[config.mk]
export PLATFORM = sky130hd
export DESIGN_NAME = elevator_scan_ctrl
export DESIGN_NICKNAME = d
export VERILOG_FILES = /design/src/rtl/elevator_scan_ctrl_pkg.sv /design/src/rtl/elevator_scan_ctrl_scan_pick.sv /design/src/rtl/elevator_scan_ctrl.sv
export SDC_FILE = /design/constraint.sdc
export NUM_CORES = 1
export LEC_CHECK = 0
export ABC_AREA = 1
export CORE_AREA = 2 2 64 66
export CTS_CLUSTER_DIAMETER = 200
export DETAILED_ROUTE_END_ITERATION = 7
export DIE_AREA = 0 0 66 68
export PLACE_DENSITY = 0.77
export SLEW_MARGIN = 20
export SYNTH_ARGS = -nofsm -noshare
export SYNTH_HDL_FRONTEND = slang
export SYNTH_SLANG_ARGS = --single-unit
[constraint.sdc]
create_clock -name clk10hz -period 2.6 [get_ports clk10hz]
set_clock_uncertainty 0.1 [all_clocks]
set_input_delay 0.39 -clock clk10hz [delete_from_list [all_inputs] [get_ports clk10hz]]
set_output_delay 0.39 -clock clk10hz [all_outputs]
set_load 0.005 [all_outputs]
[src/rtl/elevator_scan_ctrl_pkg.sv]
// Shared encodings for the SCAN elevator controller:
// display codes, FSM state encodings and defaults.
package elevator_scan_ctrl_pkg;

  localparam int F_N_DEF = 8;

  localparam logic [3:0] RS_IDLE = 4'd0;
  localparam logic [3:0] RS_UP   = 4'd1;
  localparam logic [3:0] RS_DOWN = 4'd2;

  localparam logic [3:0] DS_CLOSE = 4'd0;
  localparam logic [3:0] DS_OPEN  = 4'd1;

  localparam logic [3:0] ST_IDLE   = 4'd0;
  localparam logic [3:0] ST_DECIDE = 4'd1;
  localparam logic [3:0] ST_UP     = 4'd2;
  localparam logic [3:0] ST_DOWN   = 4'd3;
  localparam logic [3:0] ST_OPEN   = 4'd4;

  typedef enum logic [3:0] {
    S_IDLE   = ST_IDLE,
    S_DECIDE = ST_DECIDE,
    S_UP     = ST_UP,
    S_DOWN   = ST_DOWN,
    S_OPEN   = ST_OPEN
  } state_t;

endpackage

[src/rtl/elevator_scan_ctrl_scan_pick.sv]
// SCAN helper: reports whether requests are pending at,
// above or below the current floor.
module scan_pick
  import elevator_scan_ctrl_pkg::*;
#(
  parameter int F_N = F_N_DEF,
  parameter int FW  = 4
) (
  input  logic [F_N-1:0] pending,
  input  logic [FW-1:0]  curr_floor,
  input  logic           dir,
  output logic           here,
  output logic           above,
  output logic           below
);

  // dir does not affect which requests exist, only
  // the caller's choice between them
  logic unused_dir;
  assign unused_dir = dir;

  always_comb begin
    here  = 1'b0;
    above = 1'b0;
    below = 1'b0;
    for (int i = 0; i < F_N; i++) begin
      if (i > int'(curr_floor))
        above = above | pending[i];
      if (i < int'(curr_floor))
        below = below | pending[i];
      if (i == int'(curr_floor))
        here = here | pending[i];
    end
  end

endmodule

[src/rtl/elevator_scan_ctrl.sv]
// SCAN elevator controller: latched floor requests,
// direction-keeping travel, door and travel timers.
module elevator_scan_ctrl
  import elevator_scan_ctrl_pkg::*;
#(
  parameter int F_N       = F_N_DEF,
  parameter int FW        = 4,
  parameter int MOVE_TIME = 3,
  parameter int OPEN_TIME = 5,
  parameter int TW        = 4
) (
  input  logic           clk10hz,
  input  logic           rst,
  input  logic           tick1hz,
  input  logic [F_N-1:0] floor_req,
  input  logic           door_hold,
  input  logic           door_close,
  output logic [FW-1:0]  curr_floor,
  output logic [F_N-1:0] pending,
  output logic [3:0]     running_state,
  output logic [3:0]     door_state,
  output logic [3:0]     state
);

  localparam logic [FW-1:0] TOP = FW'(F_N - 1);
  localparam logic [TW-1:0] MOVE_LAST = TW'(MOVE_TIME - 1);
  localparam logic [TW-1:0] OPEN_LAST = TW'(OPEN_TIME - 1);

  state_t         state_q, state_n;
  logic [FW-1:0]  floor_n;
  logic [TW-1:0]  timer, timer_n;
  logic           dir, dir_n;
  logic [F_N-1:0] clr;
  logic [F_N-1:0] sel;
  logic           here, above, below;
  logic           req_here;

  scan_pick #(
    .F_N (F_N),
    .FW  (FW)
  ) u_pick (
    .pending    (pending),
    .curr_floor (curr_floor),
    .dir        (dir),
    .here       (here),
    .above      (above),
    .below      (below)
  );

  assign sel = {{(F_N-1){1'b0}}, 1'b1} << curr_floor;
  assign req_here = |(floor_req & sel);

  always_ff @(posedge clk10hz or posedge rst) begin
    if (rst) begin
      state_q    <= S_IDLE;
      curr_floor <= '0;
      pending    <= '0;
      dir        <= 1'b1;
      timer      <= '0;
    end else begin
      state_q    <= state_n;
      curr_floor <= floor_n;
      pending    <= (pending | floor_req) & ~clr;
      dir        <= dir_n;
      timer      <= timer_n;
    end
  end

  always_comb begin
    state_n = state_q;
    floor_n = curr_floor;
    timer_n = timer;
    dir_n   = dir;
    clr     = '0;
    case (state_q)
      S_IDLE: begin
        if (|pending)
          state_n = S_DECIDE;
      end
      S_DECIDE: begin
        if (here) begin
          state_n = S_OPEN;
          clr     = sel;
        end else if (dir && above) begin
          state_n = S_UP;
        end else if (!dir && below) begin
          state_n = S_DOWN;
        end else if (above) begin
          state_n = S_UP;
          dir_n   = 1'b1;
        end else if (below) begin
          state_n = S_DOWN;
          dir_n   = 1'b0;
        end else begin
          state_n = S_IDLE;
        end
      end
      S_UP: begin
        if (curr_floor == TOP) begin
          state_n = S_DECIDE;
        end else if (tick1hz) begin
          if (timer == MOVE_LAST) begin
            floor_n = curr_floor + FW'(1);
            state_n = S_DECIDE;
          end else begin
            timer_n = timer + TW'(1);
          end
        end
      end
      S_DOWN: begin
        if (curr_floor == '0) begin
          state_n = S_DECIDE;
        end else if (tick1hz) begin
          if (timer == MOVE_LAST) begin
            floor_n = curr_floor - FW'(1);
            state_n = S_DECIDE;
          end else begin
            timer_n = timer + TW'(1);
          end
        end
      end
      S_OPEN: begin
        // a new call for this floor keeps the door open
        if (door_hold || req_here) begin
          timer_n = '0;
          if (req_here)
            clr = sel;
        end else if (door_close) begin
          state_n = S_DECIDE;
        end else if (tick1hz) begin
          if (timer == OPEN_LAST)
            state_n = S_DECIDE;
          else
            timer_n = timer + TW'(1);
        end
      end
      default: begin
        state_n = S_IDLE;
      end
    endcase
    if (state_n != state_q)
      timer_n = '0;
  end

  always_comb begin
    running_state = RS_IDLE;
    door_state    = DS_CLOSE;
    case (state_q)
      S_UP:     running_state = RS_UP;
      S_DOWN:   running_state = RS_DOWN;
      S_DECIDE: running_state = dir ? RS_UP : RS_DOWN;
      S_OPEN: begin
        running_state = dir ? RS_UP : RS_DOWN;
        door_state    = DS_OPEN;
      end
      default:  running_state = RS_IDLE;
    endcase
  end

  assign state = state_q;

endmodule
---- After elaboration in Yosys (flattened, before gate mapping) ----
Index checks and enable logic that the tools add are counted.
W data, S select, Z words.
word-level totals
  flip-flop bits (word level) ............. 21
  bits of input ports ..................... 13
  logic and storage cells ................. 157
operators by class
  $add $sub $neg .......................... 3
  $lt $le $gt $ge ......................... 15
  equal/unequal tests ..................... 26
  shifts and indexed selects .............. 1
  mux-type cells .......................... 64
  bitwise logic cells ..................... 27
  reductions and logical operators ........ 16
operators with widths
  kind                   number
  $mux W4                24
  $mux W1                26
  $mux W8                3
  $or A1 B1 Y1           20
  $pmux W4 S5            1
  $and A8 B8 Y8          2
  $eq A4 B4 Y1 const A   4
  $gt A3 B4 Y1 const A   4
  $lt A3 B4 Y1 const A   4
  $pmux W8 S2            1
  $reduce_or A8 Y1       2
  $eq A4 B2 Y1 const B   3
  $eq A4 B3 Y1 const B   3
  $logic_not A4 Y1       3
  $ne A2 B2 Y1 const B   6
  $ne A4 B4 Y1 const B   3
  $pmux W4 S3            1
  $mux W2                5
  $add A4 B1 Y4 const B  2
  $eq A3 B4 Y1 const A   2
  $gt A2 B4 Y1 const A   2
  $lt A1 B4 Y1 const A   2
  $lt A2 B4 Y1 const A   2
  $not A8 Y8             1
  other kinds (21)       26

---- Logic depth before layout (Yosys ltp) ----
Gate-level depths: netlist of run 1.
  depth in word-level cells ............... 25
  depth in mapped cells ................... 16
  gate-level depth less buffers ........... 16

---- By module ----
Synthesis of run 1 repeated with hierarchy kept, for this count alone.
second synthesis, totals
  cells, all modules ...................... 265
  area, all modules ....................... 1,783.0 um^2
modules (own cells, without submodules)
  module              times used  cells each  area an instance (um^2)  sequential area each (um^2)
  elevator_scan_ctrl  1           200         1,486.4                  526.8
  scan_pick           1           65          296.5                    0.0

---- Least setup slack after synthesis of run 1 ----
OpenSTA, ideal clock, no wires.
  path type ............................... reg2reg
  from .................................... register curr_floor[0]
  to ...................................... register timer[1]
  data arrival time ....................... 1.829 ns
  required time ........................... 2.379 ns
  slack ................................... 0.549 ns
  cell stages (with the launch flop) ...... 14
  path buffers ............................ 0
  period minus slack after synthesis ...... 2.051 ns
  cell sequence ........................... dfrtp_1 > inv_1 > ha_1 > ha_1 > nand3_1 > nand2_1 > nor2_1 > and2_2 > nand2_2 > a21o_1 > nand2_2 > nand2_1 > o21ai_0 > nor2_1
on the way
  longest elaborated chain between the ends .. 25
ends and longest elaborated chain
  item                                            RTL line                            text
  start, declared                                 elevator_scan_ctrl.sv:18            output logic [FW-1:0] curr_floor,
  start signal, assigned                          elevator_scan_ctrl.sv:62            curr_floor <= floor_n;
  $lt A1 B4 Y1                                    elevator_scan_ctrl_scan_pick.sv:29  if (i < int'(curr_floor))
  $mux W1                                         elevator_scan_ctrl_scan_pick.sv:29
  $or A1 B1 Y1                                    elevator_scan_ctrl_scan_pick.sv:30  below = below | pending[i];
  $mux W1                                         elevator_scan_ctrl_scan_pick.sv:29
  $or A1 B1 Y1                                    elevator_scan_ctrl_scan_pick.sv:30
  $mux W1                                         elevator_scan_ctrl_scan_pick.sv:29
  $or A1 B1 Y1                                    elevator_scan_ctrl_scan_pick.sv:30
  $mux W1                                         elevator_scan_ctrl_scan_pick.sv:29
  [... 9 more ...]                                -
  $mux W2                                         elevator_scan_ctrl.sv:88            end else if (above) begin
  $mux W2                                         elevator_scan_ctrl.sv:86            end else if (!dir && below) begin
  $mux W2                                         elevator_scan_ctrl.sv:84            end else if (dir && above) begin
  $mux W3                                         elevator_scan_ctrl.sv:81            if (here) begin
  $pmux W4 S5                                     elevator_scan_ctrl.sv:75            case (state_q)
  $ne A4 B4 Y1                                    elevator_scan_ctrl.sv:141           if (state_n != state_q)
  $ne A4 B4 Y1 (no line) (tied with other cells)  -
  $reduce_and A6 Y1 (no line)                     -
  end signal, assigned                            elevator_scan_ctrl.sv:65            timer <= timer_n;
  end, declared                                   elevator_scan_ctrl.sv:31            logic [TW-1:0] timer, timer_n;
Parallel ways exist; a longest one is shown, timed or not.
A chain may end at the register's enable or synchronous reset.

---- Worst setup path after layout of run 1 ----
  from .................................... register state_q[0] (netlist: state[0])
  to ...................................... output running_state[0]
on the way
  longest elaborated chain between the ends .. 3
ends and longest elaborated chain
  item                                          RTL line                   text
  start, declared                               elevator_scan_ctrl.sv:29   state_t state_q, state_n;
  start signal, assigned                        elevator_scan_ctrl.sv:61   state_q <= state_n;
  $eq A4 B3 Y1 or $eq A4 B1 Y1 (tied branches)  elevator_scan_ctrl.sv:148  case (state_q)
  $reduce_or A2 Y1 (no line)                    -
  $pmux W2 S3 (*)                               elevator_scan_ctrl.sv:148
  end, declared                                 elevator_scan_ctrl.sv:20   output logic [3:0] running_state,
Mark *: on every way between the ends. The rest lies on a longest branch, timed or not.

==> key figures, run 1 <==
Placement
  • Inst Count DP: 341
  • Post-DP Area: roughly 2200 um2
  • Post-Place Setup Slack: 0.2027 ns
  • Port-buffer cells: 31
  • GPL Wtd Cong: 0.9747
  • DP HPWL: 3723 um

STA
  • Final setup viols: 0
  • Worst-Margin Slew: 0.8626 ns
  • Minimum clock period: 2.453 ns
  • FMAX: ~410 MHz
  • Hold Fails Final Rpt: 0
  • RSZ-0062 raised after global routing: no
  • Setup Total Neg Slack: 0 ns
  • Worst relative slew slack: 0.4243
  • PnR worst setup slack: 0.1472 ns
  • Final period utilization: 0.9434
  • Max-slew violation count: 0

Global routing
  • Gr ovfl total: 0
  • Initial antenna violation count: 0
  • Global-route wire length before repair: 7776 um
  • Vias in the first global route: 1662
  • GRT Total Usage: 0.2257
  • Pin count of the biggest net entering global routing: 22

Layout
  • Final Non-Filler Cells: about 350
  • Antenna Diode Count: 0
  • Fillcell total: between 300 and 400
  • Finished Cell Area: 2210 um2
  • Share of layout cells above drive strength 1: 0.1017
  • # nets final: 320
  • Area Overhead vs Synth: 22.38%

Synth
  • Sequential area share after synthesis: 0.2918
  • Most common cell in the synthesized netlist: nand2_1
  • Synth area leader: dfrtp_1
  • Synth top cells by count: nand2_1, nor2_1, inv_1
  • Top-area cell type share of the netlist area: 0.2772
  • Yosys reg bits: 21
  • Ys flop type: dfrtp_1
  • Post-synth EDFFs: 0
  • Largest cells by area after synthesis: dfrtp_1, nand2_1, nor2_1, nand3_1, ha_1
  • Yosys warnings: 0
  • Cells after Synth: 259
  • Post-synth ARST share: 1.000
  • Synthesized area: approximately 1800 um2
  • Synth Area per Inst: between 6 and 7 um2
  • Distinct cell type count after synthesis: 32

Setup path
  • Slowest CP cell: clkdlybuf4s50_1
  • Critical path startpoint category: register
  • Data arrival time of the worst path: slightly below 2 ns
  • CP Cell Sequence: inv_1 > nand2_1 > nor3_4 > nor2_1 > o21ai_0 > clkdlybuf4s50_1
  • R2r setup slk: 0.23 ns
  • Worst path buffer plus inverter count: 2
  • Family with the most delay on the worst path: buffers and inverters
  • Critical Path RT: 2.11 ns
  • CP max FO: 5
  • Crit end category: output port
  • Max incr delay on CP: 0.53 ns
  • Critical path class: reg2out

Power and ir drop
  • Pwr dens: 617.0 nW/um2
  • Peak supply drop: 472.8 uV
  • Leak: between 1 and 1.5 nW

Clocking
  • CTS tree: built
  • Worst-path clk slew: 0.08 ns
  • CTS sink count: 21
  • CTS buffer count: 3
  • Insertion delay of the later-clocked pin in the worst-skew pair: 0.27 ns
  • Root Buffer: clkbuf_8
  • CTS Buffer Depth: 2
  • H-tree depth: 1

Floorplan
  • Initial core utilization: 0.4682
  • I/O pins: 37
  • Die H: about 70 um
  • FP Rows: 23
  • Core ar.: 3856 um2
  • Die Span X: 66 um
  • Die Area: 4488 um2

Hold path
  • Hold/Removal Path Class: reg2reg

Run
  • Max_cap viols: 0

Drt
  • Routed via count: 1850
  • ANT nets after route: 0
  • DRC Markers: 0
  • Mean routed wirelength per cell: 14.10 um
  • Vias/cell: 5.362
  • Final wirelength: 4863 um
  • Initial DRC count: 178
  • TritonRoute pass-1 iters: 4

Run status
  • Status: finished, final reports clean
[cells in the final DEF, fill, tap and decap left out, drive strengths merged, types with 2 or more instances in the layout]
cell           instances
a21o                   2
nand3                 31
xor2                   4
ha                    11
nand2                 49
o21ai                 16
a21oi                  8
clkbuf                 4
nand4                 10
dfrtp                 20
buf                    4
clkdlybuf4s50         31
nor3                   4
a41oi                  6
conb                   6
nor2                  49
inv                   34
[layer usage]
metal,GRT usage,wire length [um]
met2,0.3712,2280
met3,0.03618,337
met4,0.07908,95
met5,0,0
met1,0.3022,2149
[kinds of logic after synthesis]
logic type                 Yosys count  synth area share
DFF                                 21            0.2918
xor gates and xnor gates             5           0.02425
other                                1          0.002077
and+or+nand+nor                    145            0.3812
buffers and inverters               42            0.1130
adders and majority gates           11           0.07623
AOI/OAI and AO/OA                   34            0.1116
[power by group]
group	total (mW)	switching, mW	internal (mW)
registers	0.454	0.0860	0.368
clock network	0.234	0.124	0.110
logic	0.676	0.398	0.278
[metrics by stage]
stage,util,total power [mW],hold WS (ns)
finish,0.5730,1.363,0.4318
global route,0.5730,1.464,0.4459
CTS,0.5707,1.355,0.4346
detailed placement,0.5591,1.119,0.4222
global placement,0.5591,1.110,0.4211
floorplan,-,0.8885,0.2658
[final timing paths]
path,from,end,cells past startpoint
hold / removal,dir,dir,1
min in group asynchronous,rst,curr_floor[0],2
setup reg to reg,curr_floor[1],timer[2],14
hold reg to reg,dir,dir,1
max in group asynchronous,rst,state[2],2
setup / recovery,state[0],running_state[0],6
[state kept, by name, summed over array words and instances, names as in the netlist]
signal,cells
dir,1
pending,8
state,4
timer,4
curr_floor,4
[layout make-up]
cell class              instances  area, um2  area share
multi-input cells             201       1102      0.4989
flip-flops and latches         21      526.8      0.2384
well taps                      50      62.56     0.02831
repair buffers                 35      340.3      0.1540
clock buffers                   4      45.04     0.02039
inverters                      34      132.6     0.06002
[timing repair]
item	CTS	global route
hold buffers	0	0
resized for setup	0	2
setup endpoints to repair	0	7
setup buffers	0	0
(Power assumes the default switching activity.)
==> run 2: changes to the inputs <==
--- a/config.mk
+++ b/config.mk
@@ -10,7 +10,9 @@
 export CTS_CLUSTER_DIAMETER = 200
 export DETAILED_ROUTE_END_ITERATION = 7
 export DIE_AREA = 0 0 66 68
+export GPL_TIMING_DRIVEN = 0
 export PLACE_DENSITY = 0.77
+export SKIP_LAST_GASP = 1
 export SLEW_MARGIN = 20
 export SYNTH_ARGS = -nofsm -noshare
 export SYNTH_HDL_FRONTEND = slang
==> run 2 against run 1 <==
Net effect: die area unchanged; critical path depth stayed put; flip-flop and latch count unchanged; hold slack gained 0.012 ns; wire length down 3.4%; utilization is 1.6 points higher; count of clock-buffer cells in the layout did not move.
==> key figures, run 2 (synthesized netlist as in run 1, its figures left out) <==
Power and ir drop
  • Cell Int Power: 776.0 uW (+2.7%)
  • Pwr dens: 614.0 nW/um2 (-0.49%)
  • Peak supply drop: 398.0 uV (-16%)
  • Comb power frac: 0.524 (+0.028)
  • Leak: 1.106 nW (+2.7%)
  • Sw frac: 0.4438 (-0.001890)
  • Sequential power share: 0.313 (-0.020)
  • Clock power frac: 0.163 (-0.008)
  • P_sw: 619.2 uW (+1.9%)

STA
  • PnR worst setup slack: 0.1296 ns (-0.01759 ns)
  • RSZ-0062 raised after global routing: yes
  • Setup Total Neg Slack: 0 ns (unchanged)
  • FMAX: 404.8 MHz (-0.71%)
  • Minimum clock period: 2.470 ns (+0.01759 ns)
  • Final period utilization: 0.9502 (+0.006766)
  • Hold Fails Final Rpt: 0 (unchanged)
  • Worst-Margin Slew: 0.8388 ns (-0.02379 ns)
  • Final setup viols: 0 (unchanged)
  • Worst relative slew slack: 0.4402 (+0.01588)
  • Max-slew violation count: 0 (unchanged)

Drt
  • Final wirelength: 4697 um (-3.4%)
  • Vias/cell: 5.280 (-1.5%)
  • ANT nets after route: 0 (unchanged)
  • Routed via count: 1848 (-0.11%)
  • Mean routed wirelength per cell: 13.42 um (-4.8%)
  • DRC Markers: 0 (unchanged)
  • TritonRoute pass-1 iters: 4 (unchanged)
  • Initial DRC count: 195 (+9.6%)

Placement
  • Post-Place Setup Slack: 0.02529 ns (-0.1774 ns)
  • Port-buffer cells: 31 (unchanged)
  • GPL Wtd Cong: 0.9163 (-6.0%)
  • DP HPWL: 3554 um (-4.5%)

Clocking
  • Worst-path clk slew: 0.08 ns (about the same)
  • Root Buffer: clkbuf_8
  • CTS sink count: 21 (unchanged)
  • CTS tree: built
  • H-tree depth: 1 (unchanged)
  • CTS buffer count: 3 (unchanged)
  • Insertion delay of the later-clocked pin in the worst-skew pair: 0.27 ns (about the same)
  • CTS Buffer Depth: 2 (unchanged)

Layout
  • Largest register FFs: 8 (unchanged)
  • # nets final: 325 (+1.6%)
  • Commonest non-fill, non-tap cell in the layout: nand2_1
  • Area Overhead vs Synth: 25.85%
  • Share of layout cells above drive strength 1: 0.1333 (+0.03164)
  • Antenna Diode Count: 0 (unchanged)
  • Most frequent cells in the layout: nand2_1, nor2_1, clkdlybuf4s50_1
  • Most flops, register: pending

Setup path
  • Critical Path RT: 2.11 ns (about the same)
  • FF-to-FF path depth: 14 (unchanged)
  • Worst R2R End: timer[0]
  • Capture point of the worst path: running_state[1]
  • Worst Setup SP: state[2]
  • R2r setup slk: 0.20 ns (-0.03 ns)
  • CP max FO: 6 (+1)
  • Critical path class: reg2out
  • Crit end category: output port
  • Critical path startpoint category: register
  • Reg2reg start: curr_floor[1]
  • Data arrival time of the worst path: 1.98 ns (+0.02 ns)

Floorplan
  • Core ar.: 3856 um2 (unchanged)
  • Die Span X: 66 um (unchanged)
  • Initial core utilization: 0.4682 (unchanged)
  • Die H: 68 um (unchanged)
  • Die Area: 4488 um2 (unchanged)
  • I/O pins: 37 (unchanged)
  • FP Rows: 23 (unchanged)

Global routing
  • Initial antenna violation count: 0 (unchanged)
  • Gr ovfl total: 0 (unchanged)
  • Vias in the first global route: 1614 (-2.9%)
  • Pin count of the biggest net entering global routing: 22 (unchanged)
  • Global-route wire length before repair: 7500 um (-3.5%)
  • GRT Total Usage: 0.2191 (-0.006581)

Run
  • Max_cap viols: 0 (unchanged)

Run status
  • Status: finished, final reports clean

Hold path
  • Hold/Removal Path Class: reg2reg
run 2: cell count changes in the layout (fill, tap and decap cells not counted), moves of 2 or more:
cell     previous run  this run
buf_6               0         3
buf_4               4         6
dfrtp_1            20        18
dfrtp_2             0         2
o21ai_0            13        11
o21ai_1             2         4
run 2: worst min path at each step:
stage / start / endpoint / cells after the start
2_1_floorplan: rst / curr_floor[0] / 1
3_3_place_gp: dir / dir / 1
5_1_grt: dir / dir / 1
3_5_place_dp: dir / dir / 1
4_1_cts: dir / dir / 1
6_report: curr_floor[0] / curr_floor[0] / 1
run 2: metrics by stage:
stage | util | hold slack [ns] | cell area, um2 | instances | power (mW)
final | 0.5892 | 0.4442 | 2272 | 350 | 1.395
after global routing | 0.5892 | 0.4550 | 2272 | 350 | 1.498
after CTS | 0.5847 | 0.4473 | 2255 | 350 | 1.370
after detailed placement | 0.5698 | 0.4349 | 2197 | 345 | 1.138
after global placement | 0.5698 | 0.4220 | 2197 | 345 | 1.131
after floorplan | - | 0.2658 | 1824 | 264 | 0.8885
run 2: layout make-up:
type                    instances  area (um2)
inverters                      34       132.6
well taps                      50       62.56
plain buffers                   8       71.32
repair buffers                 32       317.8
flip-flops and latches         21       529.3
fillers                       387        1584
clock buffers                   4       45.04
multi-input cells             201        1114
run 2: timing repair:
item / CTS / global route
setup buffers: 1 / 0
setup endpoints to repair: 2 / 11
hold buffers: 0 / 0
gates resized for setup: 1 / 9
pin swaps: 1 / 1
cloned: 0 / 0
run 2: per-layer routing:
layer / vias up / global-route usage / routed length, um
met5: - / 0 / 0
met2: 60 / 0.3523 / 2205
met1: 848 / 0.3002 / 2102
li1: 933 / - / -
met4: 0 / 0.09694 / 95
met3: 7 / 0.02303 / 293
run 2: power groups by stage:
stage	Combinational [mW]	Sequential (mW)	Clock, mW
after floorplan	0.461	0.427	0
after global routing	0.806	0.444	0.248
after global placement	0.700	0.431	0
final	0.731	0.436	0.228
after detailed placement	0.706	0.432	0
after CTS	0.713	0.428	0.230
run 2: worst max-delay path, cell delays in order (launching register included):
cell and delay, ns:
dfrtp_1 0.39, inv_2 0.08, nand2_1 0.15, nor2_2 0.26
nand2_2 0.16, o21ai_1 0.14, clkdlybuf4s50_1 0.52
==> run 3: changes to the inputs <==
--- a/config.mk
+++ b/config.mk
@@ -6,12 +6,12 @@
 export NUM_CORES = 1
 export LEC_CHECK = 0
 export ABC_AREA = 1
-export CORE_AREA = 2 2 64 66
+export CORE_AREA = 3 3 66 68
 export CTS_CLUSTER_DIAMETER = 200
 export DETAILED_ROUTE_END_ITERATION = 7
-export DIE_AREA = 0 0 66 68
+export DIE_AREA = 0 0 69 71
 export GPL_TIMING_DRIVEN = 0
-export PLACE_DENSITY = 0.77
+export PLACE_DENSITY = 0.78
 export SKIP_LAST_GASP = 1
 export SLEW_MARGIN = 20
 export SYNTH_ARGS = -nofsm -noshare
==> constraint.sdc (replaced) <==
create_clock -name clk10hz -period 2.25 [get_ports clk10hz]
set_clock_uncertainty 0.1 [all_clocks]
set_input_delay 0.3375 -clock clk10hz [delete_from_list [all_inputs] [get_ports clk10hz]]
set_output_delay 0.3375 -clock clk10hz [all_outputs]
set_load 0.005 [all_outputs]
==> run 3 against run 2 <==
Net effect: utilization increased by 6.1 points; critical path depth is 8 higher; combinational power rose by 67%; clock power increased by 17%; first-iteration DRC count is 2.1% lower; wire length increased by 14%; register-to-register slack got worse by 0.15 ns; flip-flop and latch count is the same; count of clock-buffer cells in the layout stayed put; die area increased by 9.2%; final cell count up 4.3%; non-clock buffer count up 15.
==> key figures, run 3 (synthesized netlist as in run 1, its figures left out) <==
Run status
  • Status: finished, final reports clean

Power and ir drop
  • Pwr dens: 775.2 nW/um2 (+26%)
  • Peak supply drop: 727.4 uV (+83%)
  • Sequential power share: 0.247 (-0.066)
  • Clock power frac: 0.135 (-0.028)
  • Cell Int Power: 1.110 mW (+43%)
  • Comb power frac: 0.617 (+0.093)
  • Leak: 1.200 nW (+8.5%)
  • P_sw: 862.4 uW (+39%)
  • Sw frac: 0.4373 (-0.006454)

Setup path
  • Critical path startpoint category: register
  • Crit end category: register
  • CP Cell Sequence: clkinvlp_4 > ha_4 > buf_4 > nand3_1 > nand2_1 > nor2_1 > nand2_2 > nor2_4 > nand2_2 > nand3_2 > nor2_2 > nor2_2 > nand2_2 > nor2_1
  • CP max FO: 5 (-1)
  • Critical path class: reg2reg
  • Data arrival time of the worst path: 2.31 ns (+0.33 ns)
  • Max incr delay on CP: 0.42 ns (-0.10 ns)
  • Critical Path RT: 2.36 ns (+0.25 ns)
  • Slowest CP cell: dfrtp_2
  • Top cell by count, worst path: nand2_2

Drt
  • ANT nets after route: 0 (unchanged)
  • Final wirelength: 5338 um (+14%)
  • Routed via count: 1982 (+7.3%)
  • TritonRoute pass-1 iters: 5 (+1)
  • DRC Markers: 0 (unchanged)
  • Initial DRC count: 191 (-2.1%)
  • Mean routed wirelength per cell: 14.62 um (+9.0%)
  • Vias/cell: 5.430 (+2.8%)

Placement
  • DP HPWL: 3639 um (+2.4%)
  • Inst Count DP: 345 (unchanged)
  • Post-Place Setup Slack: -0.3694 ns (-0.3947 ns)
  • Port-buffer cells: 31 (unchanged)
  • GPL Wtd Cong: 0.8911 (-2.8%)

STA
  • Worst relative slew slack: 0.4189 (-0.02132)
  • FMAX: 454.4 MHz
  • Hold Fails Final Rpt: 0 (unchanged)
  • Max-slew violation count: 0 (unchanged)
  • Minimum clock period: approximately 2.2 ns
  • Final setup viols: 0 (unchanged)
  • Hold WS: 0.4441 ns (-0.00001400 ns)
  • Worst-Margin Slew: 0.8708 ns (+0.03194 ns)
  • PnR worst setup slack: 0.04930 ns (-0.08027 ns)
  • Final period utilization: 0.9781
  • RSZ-0062 raised after global routing: yes

Global routing
  • Global-route wire length before repair: 8383 um (+12%)
  • Vias in the first global route: 1821 (+13%)
  • Initial antenna violation count: 0 (unchanged)
  • Pin count of the biggest net entering global routing: 22 (unchanged)
  • Gr ovfl total: 0 (unchanged)
  • GRT Total Usage: 0.2079 (-0.01120)

Layout
  • # nets final: 340 (+4.6%)
  • Final Non-Filler Cells: 365 (+4.3%)
  • Commonest non-fill, non-tap cell in the layout: nor2_1
  • Most flops, register: pending
  • Final design utilization: 0.6499 (+0.06071)
  • Antenna Diode Count: 0 (unchanged)
  • Share of layout cells above drive strength 1: 0.2635 (+0.1302)
  • Most frequent cells in the layout: nor2_1, nand2_1, clkdlybuf4s50_1
  • Area Overhead vs Synth: 40.89%
  • Largest register FFs: 8 (unchanged)

Floorplan
  • Die Span X: 69 um (+4.5%)
  • Die Area: 4899 um2 (+9.2%)
  • FP Rows: 23 (unchanged)
  • I/O pins: 37 (unchanged)
  • Initial core utilization: 0.4613 (-0.006885)
  • Core ar.: 3914 um2 (+1.5%)
  • Die H: 71 um (+4.4%)

Clocking
  • Worst-path clk slew: 0.08 ns (about the same)
  • H-tree depth: 1 (unchanged)
  • Hold_buf cts: 0 (unchanged)
  • Insertion delay of the later-clocked pin in the worst-skew pair: 0.27 ns (about the same)
  • CTS tree: built
  • CTS buffer count: 3 (unchanged)
  • Root Buffer: clkbuf_8
  • CTS sink count: 21 (unchanged)
  • CTS Buffer Depth: 2 (unchanged)

Hold path
  • Hold/Removal Path Class: in2async

Run
  • Max_cap viols: 0 (unchanged)
[run 3: cell types whose count changed in the layout (fill, tap and decap cells not counted), moves of 2 or more]
cell	previous run	this run
buf_6	3	5
nor2_1	42	39
nand2_1	45	36
clkdlybuf4s50_1	31	29
ha_2	0	2
buf_4	6	19
nand3_2	2	9
nor2_4	0	4
inv_1	29	27
ha_1	11	5
nand3_1	29	22
nand2_2	4	13
ha_4	0	4
dlygate4sd2_1	0	2
[run 3: per-layer routing]
metal,share of wire,track usage
met1,0.42,0.2811
met2,0.50,0.3453
met3,0.056,0.02699
met4,0.025,0.06725
met5,0,0
[run 3: per-stage QoR]
step	TNS [ns]	instance area, um2	power (mW)
finish	0	2544	1.972
global route	-0.3013	2544	2.098
CTS	0	2360	1.705
detailed placement	-3.209	2197	1.313
global placement	-2.960	2197	1.303
floorplan	0	1824	1.027
[run 3: worst max-delay path, delay by kind of cell (launching register included)]
kind,cells,cell delay [ns]
buf+inv,2,0.33
flops,1,0.42
simple gates,11,1.05
fa+ha+maj,1,0.24
[run 3: repair_timing]
item                                    in CTS  in global routing
pin swaps                                    2                 21
endpoints found under the setup margin      14                 11
gates resized for setup                     19                 34
setup buffers                               10                  6
[run 3: power by group through the flow]
stage | Combinational (mW) | Sequential (mW) | Clock, mW
2_1_floorplan | 0.533 | 0.494 | 0
3_3_place_gp | 0.804 | 0.499 | 0
3_5_place_dp | 0.813 | 0.499 | 0
4_1_cts | 0.964 | 0.477 | 0.263
5_1_grt | 1.31 | 0.494 | 0.292
6_report | 1.22 | 0.488 | 0.267
[run 3: final timing paths]
kind | to | startpoint | cells after the start | slack (ns)
hold / removal | timer[2] | rst | 2 | 0.44
min in group clk10hz | dir | dir | 1 | 0.45
hold reg to reg | dir | dir | 1 | 0.45
setup reg to reg | timer[0] | curr_floor[1] | 14 | 0.05
setup / recovery | timer[0] | curr_floor[1] | 14 | 0.05
max in group asynchronous | curr_floor[2] | rst | 2 | 1.02
[run 3: area by class of cell]
cell class,count,area (um2)
fill,361,1370
multi-input combinational,201,1262
sequential,21,530.5
timing repair buffer,47,435.4
inverter,34,136.4
buffer,8,71.32
tap,50,62.56
clock buffer,4,45.04
